<file path="config.mk">
export PLATFORM = sky130hd
export DESIGN_NAME = sweep_pattern_counter
export DESIGN_NICKNAME = d
export VERILOG_FILES = /design/src/rtl/inverter_check_pkg.sv /design/src/rtl/sweep_pattern_counter.sv
export SDC_FILE = /design/constraint.sdc
export NUM_CORES = 1
export LEC_CHECK = 0
export CAP_MARGIN = 20
export CORE_AREA = 10 10 47 49
export CTS_CLUSTER_DIAMETER = 80
export DETAILED_ROUTE_END_ITERATION = 7
export DIE_AREA = 0 0 57 59
export SETUP_SLACK_MARGIN = 0.2
export SKIP_CTS_REPAIR_TIMING = 1
export SYNTH_ARGS = -nofsm -noshare
export SYNTH_HDL_FRONTEND = slang
export SYNTH_SLANG_ARGS = --single-unit
export TNS_END_PERCENT = 10
</file>
<file path="constraint.sdc">
create_clock -name clk -period 1.2 [get_ports clk]
set_input_delay 0.12 -clock clk [delete_from_list [all_inputs] [get_ports clk]]
set_output_delay 0.12 -clock clk [all_outputs]
set_load 0.02 [all_outputs]
</file>
<file path="src/rtl/inverter_check_pkg.sv">
// Shared types and helpers for the inverter sweep checker.
// Holds the sweep FSM state encoding and the reference model.
package inverter_check_pkg;

  typedef enum logic [1:0] {
    IDLE   = 2'd0,
    SETTLE = 2'd1,
    CHECK  = 2'd2,
    DONE   = 2'd3
  } state_t;

  // Wide all-ones value; users truncate to their bus width.
  localparam logic [31:0] TERMINAL_PATTERN = '1;

  function automatic logic [31:0] expected_out(input logic [31:0] in);
    return ~in;
  endfunction

endpackage

</file>
<file path="src/rtl/sweep_pattern_counter.sv">
// Pattern register for the sweep: load-zero, increment, last flag.
// Never wraps; the terminal pattern is flagged instead.
module sweep_pattern_counter
  import inverter_check_pkg::*;
#(
  parameter int WIDTH = 3
) (
  input  logic             clk,
  input  logic             reset,
  input  logic             load_zero,
  input  logic             inc,
  output logic [WIDTH-1:0] pattern,
  output logic             is_last
);

  always_ff @(posedge clk) begin
    if (reset) begin
      pattern <= '0;
    end else if (load_zero) begin
      pattern <= '0;
    end else if (inc && !is_last) begin
      pattern <= pattern + WIDTH'(1);
    end
  end

  assign is_last = (pattern == WIDTH'(TERMINAL_PATTERN));

endmodule

</file>
==> results.json <==
{
  "antenna_cells": 0,
  "synthFlopType": "dfxtp_1",
  "cts_tree": "built",
  "portBuffers": 7,
  "place.gp.congestion": 0.692,
  "worst-setup-path-type": "flop to flop",
  "worst_path_most_repeated_cell": "ha_4",
  "yosysSeqAreaShare_pct": 42.1,
  "p_comb_share_pct": 11.3,
  "dpl.cell_count": 38,
  "rsz0062_at_grt": "true",
  "holdWs_ns": 0.495,
  "cts_buffer_depth": 2,
  "instances_no_fill": 42,
  "min_from": "reset",
  "top_regs": "pattern x3",
  "power_leakage_nw": 0.145,
  "vias_per_cell": 3.45,
  "crit_path_max_incr_delay_ns": 0.34,
  "rr_startpoint": "pattern[0]$_SDFFE_PP0P_",
  "grt_pass1_vias": 187,
  "grt.overflow.total": 0,
  "p_sw_w": 0.0000654,
  "grt_max_degree": 4,
  "ys_ff_latch": 3,
  "drc": 0,
  "status": "finished with violations",
  "syn_nets": 18,
  "ys_top_cells_by_area": "dfxtp_1 (42%), ha_1 (18%), mux2i_1 (14%)",
  "pin_count": 8,
  "die_w_um": 57,
  "seqPwrFrac_pct": 32.9,
  "clkPwrFrac_pct": 55.8,
  "finalSetupViolCount": 4,
  "grt_pass1_wl_um": 641,
  "dp_slack_ns": -0.115,
  "synth_top_area_cell": "dfxtp_1",
  "numCtsBuffers": 3,
  "drt-met1-wl_um": 160,
  "root_buffer": "clkbuf_4",
  "netlist_area_sq_um": 143,
  "async_flop_share_pct": 0,
  "timing.final.crit_share_pct": 107,
  "largest_register": "pattern",
  "hold_class": "input pin to flop",
  "wl_met2_um": 178,
  "slowest_stage": "dfxtp_4",
  "path_cells": "ha_4 -> ha_4 -> buf_6 -> nor2b_4 -> mux2i_1 -> nor3_1",
  "netSwitchingFraction_pct": 21.0,
  "power_w": 0.000311,
  "worstPathRequired_ns": 1.32,
  "syn_inst": 12,
  "final_hold_viol_count": 0,
  "syn_avg_cell_area_sq_um": 11.9,
  "end_kind": "flop",
  "synth-edff-count": 0,
  "drtAntennaViolNets": 0,
  "num_rows": 14,
  "relSlewSlack_pct": 83.9,
  "crit_buf_inv": 1,
  "skew_ns": 0.00123,
  "crit_family": "flip-flops",
  "wire_per_inst_um": 10.2,
  "clk_pin_slew_worst_paths_ns": 0.04,
  "critPathMaxFanout": 3,
  "die_h_um": 59,
  "drt_iter0_drc": 0,
  "cts.sinks": 3,
  "cellPowerDensity_nw_per_um2": 1020,
  "final_nets": 33,
  "coreArea_sq_um": 1400,
  "largest_reg_flops": 3,
  "met3_length_um": 89,
  "synth_top_cell_area_share_pct": 42.1,
  "antenna_found_initial": 0,
  "vias": 145,
  "first_pass_iters": 1,
  "cp_data_arrival_time_ns": 1.40,
  "p_int_w": 0.000246,
  "track_usage_pct": 2.85,
  "cts_htree_levels": 1,
  "violations": "setup timing",
  "ir_drop_mv": 0.195,
  "fin_util_pct": 21.8,
  "synth_common_cells": "dfxtp_1 (3), nor3_1 (3), ha_1 (2), mux2i_1 (2)",
  "drt-total-wl_um": 427,
  "nFillCells": 163,
  "area_delta_synth_final_pct": 114,
  "synthDistinctLibCells": 6,
  "maxCapViolCount": 0,
  "highest_layer": "met3",
  "die_area_sq_um": 3360,
  "ys_warn_count": 0,
  "final.setup.worst_slack_ns": -0.0832,
  "initial_core_util_pct": 10.2,
  "worstMarginPinSlew_ns": 0.242,
  "max_freq_mhz": 779,
  "worst_skew_pair.late_latency_ns": 0.23,
  "startpoint": "pattern[0]$_SDFFE_PP0P_",
  "finalMaxSlewViolations": 0,
  "drive_gt1_share_pct": 53.8,
  "period_needed_ns": 1.28,
  "worst_setup_path_start_kind": "flop"
}
## worst paths after layout
kind,end,slack (ns),cells after the start
setup / recovery,pattern[2]$_SDFFE_PP0P_,-0.08,6
hold / removal,pattern[1]$_SDFFE_PP0P_,0.49,2
setup reg to reg,pattern[2]$_SDFFE_PP0P_,-0.08,6
hold reg to reg,pattern[2]$_SDFFE_PP0P_,0.61,2
## cells in the final DEF, fill, tap and decap left out, drive strengths merged
master / n
clkbuf: 7
nor3: 3
clkdlybuf4s50: 3
dfxtp: 3
buf: 3
mux2i: 2
ha: 2
nor2b: 1
xnor2: 1
dlymetal6s2s: 1
## cells by family (layout without fill, tap and decap cells)
family	after synthesis	in the layout	share of synthesized area, %
XOR/XNOR	1	1	6.14
adder cells (fa/ha/maj)	2	2	17.5
buffers and inverters	0	14	0
flip-flops	3	3	42.1
multiplexers	2	2	14.0
AND/OR/NAND/NOR	4	4	20.2
## layout make-up
type                    count  area [sq um]  share of cell area [%]
multi-input cells           9           108                    35.2
repair buffers             10          83.8                    27.5
flip-flops and latches      3          67.6                    22.1
clock buffers               4          26.3                    8.61
well taps                  16          20.0                    6.56
## layer usage
| layer | vias up | global-route usage, % |
|---|---|---|
| met2 | 8 | 3.41 |
| met3 | 0 | 3.43 |
| met5 | - | 0 |
| met4 | 0 | 4.03 |
| li1 | 71 | - |
| met1 | 66 | 1.90 |
## through the flow
step | setup TNS, ns | area, sq um
after detailed placement | -0.387 | 288
final | -0.194 | 305
after global placement | -0.218 | 288
after CTS | -1.31 | 314
after floorplan | 0 | 175
after global routing | -0.427 | 305
## power by group through the flow
stage / Sequential (W) / Combinational [W] / Clock (W)
floorplan: 0.000107 / 0.0000122 / 0
global placement: 0.000104 / 0.0000362 / 0
detailed placement: 0.000104 / 0.0000385 / 0
CTS: 0.000102 / 0.0000387 / 0.000185
global route: 0.000103 / 0.0000388 / 0.000191
finish: 0.000102 / 0.0000353 / 0.000174
## worst reg2reg max path, stage by stage (launching register included)
cell     delay [ns]
dfxtp_4        0.34
ha_4           0.16
ha_4           0.15
buf_6          0.11
nor2b_4        0.15
mux2i_1        0.21
nor3_1         0.06
Note: power is estimated with default switching activity, not from simulation.
